**src/rtl/tile_pkg.sv**
```systemverilog
// rtl/tile_pkg.sv - shared types, geometry, colours and LCD opcodes for the tile writer
package tile_pkg;

  localparam int TILE_PX = 20;
  localparam logic [3:0] TILE_ROWS = 4'd12;

  localparam logic [7:0] CMD_CASET = 8'h2A;
  localparam logic [7:0] CMD_PASET = 8'h2B;
  localparam logic [7:0] CMD_RAMWR = 8'h2C;

  typedef enum logic [2:0] {
    OBJ_EMPTY  = 3'd0,
    OBJ_BORDER = 3'd1,
    OBJ_HEAD   = 3'd2,
    OBJ_BODY   = 3'd3,
    OBJ_APPLE  = 3'd4
  } obj_code_t;

  localparam logic [15:0] COL_EMPTY  = 16'h0000;
  localparam logic [15:0] COL_BORDER = 16'h7BEF;
  localparam logic [15:0] COL_HEAD   = 16'h07E0;
  localparam logic [15:0] COL_BODY   = 16'h03E0;
  localparam logic [15:0] COL_APPLE  = 16'hF800;
  localparam logic [15:0] COL_OTHER  = 16'hF81F;

  typedef enum logic [2:0] {
    ST_IDLE, ST_CASET, ST_CA_PARAM, ST_PASET,
    ST_PA_PARAM, ST_RAMWR, ST_PIXELS, ST_DONE
  } state_t;

  // Codes beyond APPLE are unassigned and drawn magenta so they stand out on the panel
  function automatic logic [15:0] colour_of(input logic [2:0] code);
    case (code)
      OBJ_EMPTY:  return COL_EMPTY;
      OBJ_BORDER: return COL_BORDER;
      OBJ_HEAD:   return COL_HEAD;
      OBJ_BODY:   return COL_BODY;
      OBJ_APPLE:  return COL_APPLE;
      default:    return COL_OTHER;
    endcase
  endfunction

endpackage

```
**src/rtl/lcd_byte_writer.sv**
```systemverilog
// rtl/lcd_byte_writer.sv - two-phase 8080-style byte strobe with valid/ready handshake
module lcd_byte_writer (
  input  logic       clk,
  input  logic       rst,
  input  logic       byte_valid,
  input  logic [7:0] byte_data,
  input  logic       byte_dc,
  output logic       byte_ready,
  output logic       lcd_csx,
  output logic       lcd_dcx,
  output logic       lcd_wrx,
  output logic [7:0] lcd_data
);

  // Ready in phase B so back-to-back bytes stream with no idle cycle
  assign byte_ready = lcd_wrx;

  always_ff @(posedge clk) begin
    if (rst) begin
      lcd_csx  <= 1'b1;
      lcd_wrx  <= 1'b1;
      lcd_dcx  <= 1'b1;
      lcd_data <= 8'h00;
    end else if (byte_valid && byte_ready) begin
      lcd_csx  <= 1'b0;
      lcd_wrx  <= 1'b0;
      lcd_dcx  <= byte_dc;
      lcd_data <= byte_data;
    end else if (!lcd_wrx) begin
      lcd_wrx <= 1'b1;
    end else begin
      lcd_csx <= 1'b1;
    end
  end

endmodule

```
**src/rtl/tile_lcd_writer.sv**
```systemverilog
// rtl/tile_lcd_writer.sv - draws one solid-colour tile on a parallel-bus LCD
module tile_lcd_writer
  import tile_pkg::*;
#(
  parameter int TILE_PX = tile_pkg::TILE_PX
) (
  input  logic       clk,
  input  logic       rst,
  input  logic       tile_valid,
  input  logic [3:0] x,
  input  logic [3:0] y,
  input  logic [2:0] obj_code,
  output logic       busy,
  output logic       cmd_done,
  output logic       lcd_csx,
  output logic       lcd_dcx,
  output logic       lcd_wrx,
  output logic [7:0] lcd_data
);

  localparam logic [9:0] PIX_LAST = 10'(2 * TILE_PX * TILE_PX - 1);

  state_t      state, nxt_state;
  logic [1:0]  param_idx, nxt_pidx;
  logic [9:0]  pix_cnt, nxt_pcnt;
  logic [3:0]  x_q, y_q;
  logic [2:0]  obj_q;
  logic [8:0]  xs, xe;
  logic [7:0]  ys, ye;
  logic [15:0] colour;
  logic [7:0]  ca_bytes [4];
  logic [7:0]  pa_bytes [4];
  logic        byte_valid, byte_dc, byte_ready;
  logic [7:0]  byte_data;

  assign xs     = 9'(x_q * TILE_PX);
  assign xe     = xs + 9'(TILE_PX - 1);
  assign ys     = 8'(y_q * TILE_PX);
  assign ye     = ys + 8'(TILE_PX - 1);
  assign colour = colour_of(obj_q);

  always_comb begin
    ca_bytes[0] = {7'd0, xs[8]};
    ca_bytes[1] = xs[7:0];
    ca_bytes[2] = {7'd0, xe[8]};
    ca_bytes[3] = xe[7:0];
    pa_bytes[0] = 8'h00;
    pa_bytes[1] = ys;
    pa_bytes[2] = 8'h00;
    pa_bytes[3] = ye;
  end

  // State names the byte currently on the bus; this decodes the byte to offer next
  always_comb begin
    byte_valid = 1'b0;
    byte_data  = 8'h00;
    byte_dc    = 1'b1;
    nxt_state  = state;
    nxt_pidx   = param_idx;
    nxt_pcnt   = pix_cnt;
    case (state)
      ST_IDLE: begin
        if (tile_valid) begin
          if (y < TILE_ROWS) begin
            byte_valid = 1'b1;
            byte_data  = CMD_CASET;
            byte_dc    = 1'b0;
            nxt_state  = ST_CASET;
          end else begin
            nxt_state = ST_DONE;
          end
        end
      end
      ST_CASET: begin
        byte_valid = 1'b1;
        byte_data  = ca_bytes[0];
        nxt_state  = ST_CA_PARAM;
        nxt_pidx   = 2'd0;
      end
      ST_CA_PARAM: begin
        byte_valid = 1'b1;
        if (param_idx == 2'd3) begin
          byte_data = CMD_PASET;
          byte_dc   = 1'b0;
          nxt_state = ST_PASET;
        end else begin
          nxt_pidx  = param_idx + 2'd1;
          byte_data = ca_bytes[nxt_pidx];
        end
      end
      ST_PASET: begin
        byte_valid = 1'b1;
        byte_data  = pa_bytes[0];
        nxt_state  = ST_PA_PARAM;
        nxt_pidx   = 2'd0;
      end
      ST_PA_PARAM: begin
        byte_valid = 1'b1;
        if (param_idx == 2'd3) begin
          byte_data = CMD_RAMWR;
          byte_dc   = 1'b0;
          nxt_state = ST_RAMWR;
        end else begin
          nxt_pidx  = param_idx + 2'd1;
          byte_data = pa_bytes[nxt_pidx];
        end
      end
      ST_RAMWR: begin
        byte_valid = 1'b1;
        byte_data  = colour[15:8];
        nxt_state  = ST_PIXELS;
        nxt_pcnt   = 10'd0;
      end
      ST_PIXELS: begin
        if (pix_cnt == PIX_LAST) begin
          nxt_state = ST_DONE;
        end else begin
          byte_valid = 1'b1;
          nxt_pcnt   = pix_cnt + 10'd1;
          byte_data  = pix_cnt[0] ? colour[15:8] : colour[7:0];
        end
      end
      ST_DONE: nxt_state = ST_IDLE;
    endcase
  end

  // Every transition waits on the writer; it is always ready in IDLE and DONE
  always_ff @(posedge clk) begin
    if (rst) begin
      state     <= ST_IDLE;
      busy      <= 1'b0;
      cmd_done  <= 1'b0;
      param_idx <= 2'd0;
      pix_cnt   <= 10'd0;
      x_q       <= 4'd0;
      y_q       <= 4'd0;
      obj_q     <= 3'd0;
    end else if (byte_ready) begin
      state     <= nxt_state;
      param_idx <= nxt_pidx;
      pix_cnt   <= nxt_pcnt;
      busy      <= (nxt_state != ST_IDLE) && (nxt_state != ST_DONE);
      cmd_done  <= (nxt_state == ST_DONE);
      if (state == ST_IDLE && tile_valid) begin
        x_q   <= x;
        y_q   <= y;
        obj_q <= obj_code;
      end
    end
  end

  lcd_byte_writer u_byte_writer (
    .clk        (clk),
    .rst        (rst),
    .byte_valid (byte_valid),
    .byte_data  (byte_data),
    .byte_dc    (byte_dc),
    .byte_ready (byte_ready),
    .lcd_csx    (lcd_csx),
    .lcd_dcx    (lcd_dcx),
    .lcd_wrx    (lcd_wrx),
    .lcd_data   (lcd_data)
  );

endmodule

```
**config.mk**
```make
export PLATFORM = sky130hd
export DESIGN_NAME = tile_lcd_writer
export DESIGN_NICKNAME = d
export VERILOG_FILES = /design/src/rtl/tile_pkg.sv /design/src/rtl/lcd_byte_writer.sv /design/src/rtl/tile_lcd_writer.sv
export SDC_FILE = /design/constraint.sdc
export NUM_CORES = 1
export LEC_CHECK = 0
export ABC_AREA = 1
export BUFFER_PORTS_ARGS = -buffer_cell sky130_fd_sc_hd__buf_4
export CAP_MARGIN = 30
export CORE_UTILIZATION = 50
export DETAILED_ROUTE_END_ITERATION = 10
export GPL_ROUTABILITY_DRIVEN = 0
export PLACE_DENSITY = 0.69
export SLEW_MARGIN = 0
export SYNTH_ARGS = -nofsm -noshare
export SYNTH_HDL_FRONTEND = slang
export SYNTH_SLANG_ARGS = --single-unit
export TNS_END_PERCENT = 1
```
**constraint.sdc**
```tcl
create_clock -name clk -period 3.65 [get_ports clk]
set_clock_uncertainty 0.1 [all_clocks]
set_input_delay 0.1825 -clock clk [delete_from_list [all_inputs] [get_ports clk]]
set_output_delay 0.1825 -clock clk [all_outputs]
set_load 0.1 [all_outputs]
```
==> results_dict.tcl, run 1 <==
set metrics [dict create \
    n_fill_cell 510 \
    ys_seq_area_share_pct 28.6 \
    finalCritPeriodShare_pct 67.0 \
    worstPathRequired_ns 3.73 \
    start_util_pct 52.7 \
    drive_gt1_share_pct 19.3 \
    die_area_um2 5750 \
    fp.dieH_um 75.9 \
    cts_root_buf "clkbuf_8" \
    rsz0062_at_grt "false" \
    vdd_drop_max_mv 0.510 \
    min_path_type "input pin to flop" \
    crit_buf_inv 0 \
    vias 2505 \
    status "finished, final reports clean" \
    grt_pass1_wl_mm 10.4 \
    crit_chain "ha_1 > ha_1 > fa_1 > nand4_1 > or2_2 > nand3_1 > nand2_1 > nand2_1 > nand2_1 > nand2_1 > a21oi_2" \
    grt_remaining_overflow 0 \
    antenna_found_initial 0 \
    mostFrequentLayoutCell "nand2_1" \
    crit_top_cell "nand2_1" \
    wl_per_cell_um 12.6 \
    sw_frac_of_total_pct 54.0 \
    path_class "flop to flop" \
    p_seq_share_pct 28.1 \
    powerDensity_nw_per_um2 763 \
    drv_slew 0 \
    synth_area_um2 2730 \
    drtAntennaViolNets 0 \
    routed_wl_mm 6.22 \
    yosysWarnings 0 \
    finalSetupViolations 0 \
    crit_slowest_cell "fa_1" \
    p_int_mw 1.07 \
    chipWidth_um 75.9 \
    via_per_inst 5.07 \
    port_buffers 26 \
    hold_viol 0 \
    startpoint_type "flop" \
    cts_buffer_depth 2 \
    tns_ns 0 \
    clkLatencyLatePin_ns 0.29 \
    cp_top_family "adder cells" \
    cp_max_fo 5 \
    mostFrequentLayoutCells "96 x nand2_1, 50 x inv_1, 39 x dfxtp_1, 35 x a21oi_1, 29 x o21ai_0" \
    clk_pin_slew_worst_paths_ns 0.08 \
    grt_use_total_pct 24.0 \
    drc 0 \
    cts_made_buffers 5 \
    hold_buffers 0 \
    avgSynthCellArea_um2 6.80 \
    area_growth_pct 11.4 \
    num_rows 26 \
    cts_tree "yes" \
    p_clk_share_pct 13.1 \
    slew_headroom_pct 49.0 \
    netlist-cell-type-count 36 \
    syn_inst 401 \
    leakagePower_nw 1.35 \
    grt_max_degree 23 \
    endpoint_kind "flop" \
    htreeDepth 2 \
    cts_resized 0 \
    cts_sinks 39 \
    post-cts-setup-buffers 0 \
    ys_ff_latch 39 \
    synthesis.nets 433 \
    min_period_ns 2.44 \
    antenna_cells 0 \
    p_comb_share_pct 58.8 \
    cpPeakStageDelay_ns 0.56 \
    core_um2 5170 \
    ios 27 \
    arrival_ns 2.52 \
    dpl.hpwl_mm 4.77 \
    place_ws_ns 1.24 \
    p_sw_mw 1.25 \
    first_pass_iters 4 \
    max_freq_mhz 409 \
    drv_cap 0 \
    grt_pass1_vias 2300 \
    tightest_slew_ns 0.763 \
    worst_slack_ns 1.21 \
    initialDrtViolationCount 107 \
    final_nets 456 \
]
## registers in the layout, indices dropped and copies added, names as in the netlist
register,count
pix_cnt,10
u_byte_writer.lcd_data,8
x_q,4
y_q,4
obj_q,3
state,3
param_idx,2
busy,1
cmd_done,1
u_byte_writer.byte_ready,1
u_byte_writer.lcd_csx,1
u_byte_writer.lcd_dcx,1
## synth_stat cells (all sizes together)
cell type / instances / area, um^2
nand3: 25 / 148
inv: 56 / 215
nor3: 6 / 30.0
a21oi: 45 / 270
xor2: 1 / 8.76
o22ai: 2 / 12.5
nand4: 7 / 58.8
clkbuf: 6 / 23.8
ha: 16 / 200
o31ai: 1 / 7.51
buf: 4 / 36.3
o21ai: 35 / 175
or2: 2 / 12.5
o21bai: 1 / 7.51
nor2: 36 / 175
xnor2: 1 / 8.76
nand2: 115 / 509
a211oi: 1 / 7.51
fa: 2 / 40.0
dfxtp: 39 / 781
## logic make-up (layout without fill, tap and decap cells)
logic type,count (synthesis),after routing,share of synthesized area [%]
buffers and inverters,66,89,10.1
AO/OA/AOI/OAI,85,85,17.6
XOR/XNOR,2,2,0.642
flip-flops,39,39,28.6
adder cells (fa/ha/maj),18,18,8.81
AND/OR/NAND/NOR,191,191,34.2
## layer usage
metal  vias to the layer above  part of all wire [%]  GRT usage, %
met1                      1121                    48          31.1
met5                         -                     0             0
li1                       1337                     -             -
met4                         0                   2.1          7.82
met3                        12                   2.9          4.23
met2                        35                    47          40.2
## tightest hold or removal path, cell delays in order
cell and delay [ns]:
buf_4 0.07, o21ai_0 0.07, a21oi_1 0.11
## per-stage QoR
step | hold slack [ns] | util [%] | total power, mW | cell area (um^2) | instances
6_report | 0.0744 | 58.7 | 2.32 | 3040 | 494
5_1_grt | 0.104 | 58.7 | 2.51 | 3040 | 494
4_1_cts | 0.0664 | 58.7 | 2.32 | 3040 | 494
3_5_place_dp | 0.358 | 57.0 | 2.01 | 2950 | 487
3_3_place_gp | 0.354 | 57.0 | 1.99 | 2950 | 487
2_1_floorplan | 0.274 | - | 1.80 | 2730 | 401
## final timing paths
path	from	end	slack, ns	depth (start not counted)
setup / recovery	x_q[3]	u_byte_writer.lcd_data[7]	1.21	11
hold reg to reg	busy	busy	0.37	2
hold / removal	y[1]	y_q[1]	0.07	3
setup reg to reg	x_q[3]	u_byte_writer.lcd_data[7]	1.21	11
## cell type report
cell class | count | area [um^2] | area share [%]
Inverter | 56 | 215 | 7.08
Clock buffer | 6 | 82.6 | 2.72
Sequential cell | 39 | 781 | 25.7
Timing Repair Buffer | 26 | 195 | 6.43
Multi-Input combinational cell | 296 | 1670 | 55.0
Tap cell | 70 | 87.6 | 2.88
Clock inverter | 1 | 5.00 | 0.165
## power by group through the flow
stage	combinational (mW)	sequential [mW]	clock, mW
after detailed placement	1.35	0.660	0
after global placement	1.33	0.658	0
after floorplan	0.931	0.873	0
after global routing	1.51	0.670	0.328
final	1.36	0.651	0.305
after CTS	1.36	0.651	0.309
(Power assumes the default switching activity.)
==> inputs of run 2 (changes only) <==
- ABC_AREA: 1 -> 0
- clock period: 3.65 -> 2.5 ns (I/O delays scaled with it)
==> results_dict.tcl, run 2 <==
set metrics [dict create \
    fp.dieH_um 76.2 \
    drtAntennaViolNets 0 \
    cts_root_buf "clkbuf_8" \
    synth_simple_gate_area_share_pct 24.5 \
    core_um2 5200 \
    sw_frac_of_total_pct 49.5 \
    cpPeakStageDelay_ns 0.47 \
    stdcell_count 439 \
    grt_remaining_overflow 0 \
    min_path_type "input pin to flop" \
    htreeDepth 2 \
    n_fill_cell 492 \
    clkLatencyLatePin_ns 0.29 \
    ys_seq_area_share_pct 28.4 \
    drv_cap 0 \
    crit_chain "ha_1 > ha_1 > inv_1 > fa_1 > nor4bb_2 > xnor2_1 > o22ai_1 > a21oi_1 > a311oi_1" \
    p_comb_share_pct 60.6 \
    tightest_slew_ns 0.505 \
    start_util_pct 52.9 \
    port_buffers 26 \
    power_mw 3.58 \
    vdd_drop_max_mv 0.856 \
    mostFrequentLayoutCell "buf_4" \
    cts_tree "yes" \
    finalCritPeriodShare_pct 99.1 \
    max_freq_mhz 404 \
    worstPathRequired_ns 2.61 \
    grt_pass1_vias 2417 \
    via_per_inst 5.81 \
    antenna_cells 0 \
    netlist_top_cells_area "dfxtp_1 28%, ha_1 7.3%, a21oi_1 5.3%" \
    cp_max_fo 3 \
    endpoint_kind "flop" \
    synth_flop_cell "dfxtp_1" \
    grt_use_total_pct 22.9 \
    powerDensity_nw_per_um2 1130 \
    wl_per_cell_um 14.8 \
    clk_pin_slew_worst_paths_ns 0.08 \
    crit_top_cell "ha_1" \
    arrival_ns 2.59 \
    finalSetupViolations 0 \
    startpoint_type "flop" \
    place_ws_ns 0.0239 \
    first_pass_iters 4 \
    min_period_ns 2.48 \
    crit_slowest_cell "fa_1" \
    slew_headroom_pct 65.9 \
    yosysMostFrequentCell "dfxtp_1" \
    largest_reg_flops 10 \
    drv_slew 0 \
    ys_ff_latch 39 \
    regMostFlops "pix_cnt" \
    synth-adder-area-share_pct 8.72 \
    mostFrequentLayoutCells "43 x buf_4, 38 x dfxtp_1, 31 x nand2_1, 29 x a21oi_1, 23 x nor2_1" \
    synth_top_area_share_pct 28.4 \
    path_class "flop to flop" \
    initialDrtViolationCount 141 \
    drc 0 \
    die_area_um2 5810 \
    tns_ns 0 \
    synth_xor_area_share_pct 4.45 \
    dpl.hpwl_mm 4.75 \
    ios 27 \
    netlist-cell-type-count 64 \
    syn_inst 340 \
    final_nets 400 \
    rsz0062_at_grt "true" \
    yosysWarnings 0 \
    cts_made_buffers 5 \
    synth_compound_area_share_pct 25.7 \
    cts_buffer_depth 2 \
    dp.cells 428 \
    cts_sinks 39 \
    reg_top3 "pix_cnt: 10 flops, u_byte_writer.lcd_data: 8 flops" \
    yosysTopAreaCell "dfxtp_1" \
    hold_viol 0 \
    postLayoutCellArea_um2 3170 \
    drive_gt1_share_pct 18.4 \
    leakagePower_nw 1.22 \
    status "finished, final reports clean" \
    antenna_found_initial 0 \
    avgSynthCellArea_um2 8.10 \
    async_reset_ff_share_pct 0 \
    synth_common_cells "39 x dfxtp_1, 31 x nand2_1, 29 x a21oi_1" \
    area_growth_pct 15.0 \
    synth_area_um2 2750 \
    p_seq_share_pct 24.4 \
    vias 2552 \
    grt_max_degree 34 \
    p_clk_share_pct 15.0 \
    synth_edf_count 0 \
    synthesis.nets 372 \
    num_rows 26 \
    worst_slack_ns 0.0221 \
    muxShareOfSynthArea_pct 1.50 \
    chipWidth_um 76.2 \
    synth_top_family_by_area "compound AO/OA/AOI/OAI gates" \
    p_int_mw 1.81 \
    grt_pass1_wl_mm 11.0 \
    routed_wl_mm 6.49 \
    placed_cell_area_um2 3020 \
    p_sw_mw 1.77 \
]
## run 2: cell types whose count changed after synthesis, sizes merged, moves of 7 or more
cell / delta
o211ai: +8
nand2: -83
o21ai: -20
xor2: +7
nand3: -10
nand2b: +8
nor2b: +7
buf: +8
nor2: -12
a21oi: -16
inv: -40
## run 2: final cells by class
class,count,area [um^2],share of cell area [%]
clock buffer,5,68.8,2.17
clock inverter,3,43.8,1.38
inverter,16,60.1,1.90
multi-input combinational,262,1790,56.6
sequential,39,782,24.7
tap,70,87.6,2.77
timing repair buffer,44,333,10.5
## run 2: stage by stage
stage | hold WS [ns] | util (%)
detailed placement | 0.298 | 58.1
CTS | 0.00146 | 60.4
global route | 0.00830 | 60.8
floorplan | 0.172 | -
global placement | 0.300 | 58.1
finish | 0.00336 | 60.8
## run 2: path summary, 6_finish.rpt
check	depth (start not counted)	end	startpoint	slack, ns
max	9	u_byte_writer.lcd_data[7]	y_q[3]	0.02
min	3	x_q[2]	x[2]	0.003
max reg2reg	9	u_byte_writer.lcd_data[7]	y_q[3]	0.02
min reg2reg	2	cmd_done	cmd_done	0.37
## run 2: power by group through the flow
stage / clock network [mW] / logic [mW] / registers, mW
2_1_floorplan: 0 / 1.30 / 1.32
3_3_place_gp: 0 / 2.13 / 0.881
6_report: 0.535 / 2.17 / 0.873
4_1_cts: 0.544 / 2.15 / 0.873
3_5_place_dp: 0 / 2.14 / 0.887
5_1_grt: 0.565 / 2.36 / 0.894
## run 2: repair_timing
item / in CTS / in global routing
setup endpoints to repair: 0 / 3
buffers inserted: 0 / 2
resized for setup: 0 / 3
endpoints found under the hold margin: 1 / 0
hold buffers: 1 / 0
## run 2: critical path, delay by kind of cell, from the launching register on
| family | cells | cell delay (ns) |
|---|---|---|
| AO/OA/AOI/OAI | 3 | 0.47 |
| XOR/XNOR | 1 | 0.10 |
| flip-flops | 1 | 0.34 |
| adder cells (fa/ha/maj) | 3 | 0.99 |
| AND/OR/NAND/NOR | 1 | 0.34 |
| buffers and inverters | 1 | 0.07 |
## run 2: logic make-up after synthesis
family	count (synthesis)
buffers and inverters	39
multiplexers	4
AO/OA/AOI/OAI	100
adder cells (fa/ha/maj)	18
XOR/XNOR	14
flip-flops	39
AND/OR/NAND/NOR	126
## run 2: layer usage
layer	GRT usage (%)	routed length (um)	vias to the layer above	part of all wire (%)
li1	-	-	1298	-
met1	29.6	3080	1198	47
met2	39.8	3110	47	48
met3	2.87	211	9	3.3
met4	6.35	82	0	1.3
met5	0	0	-	0
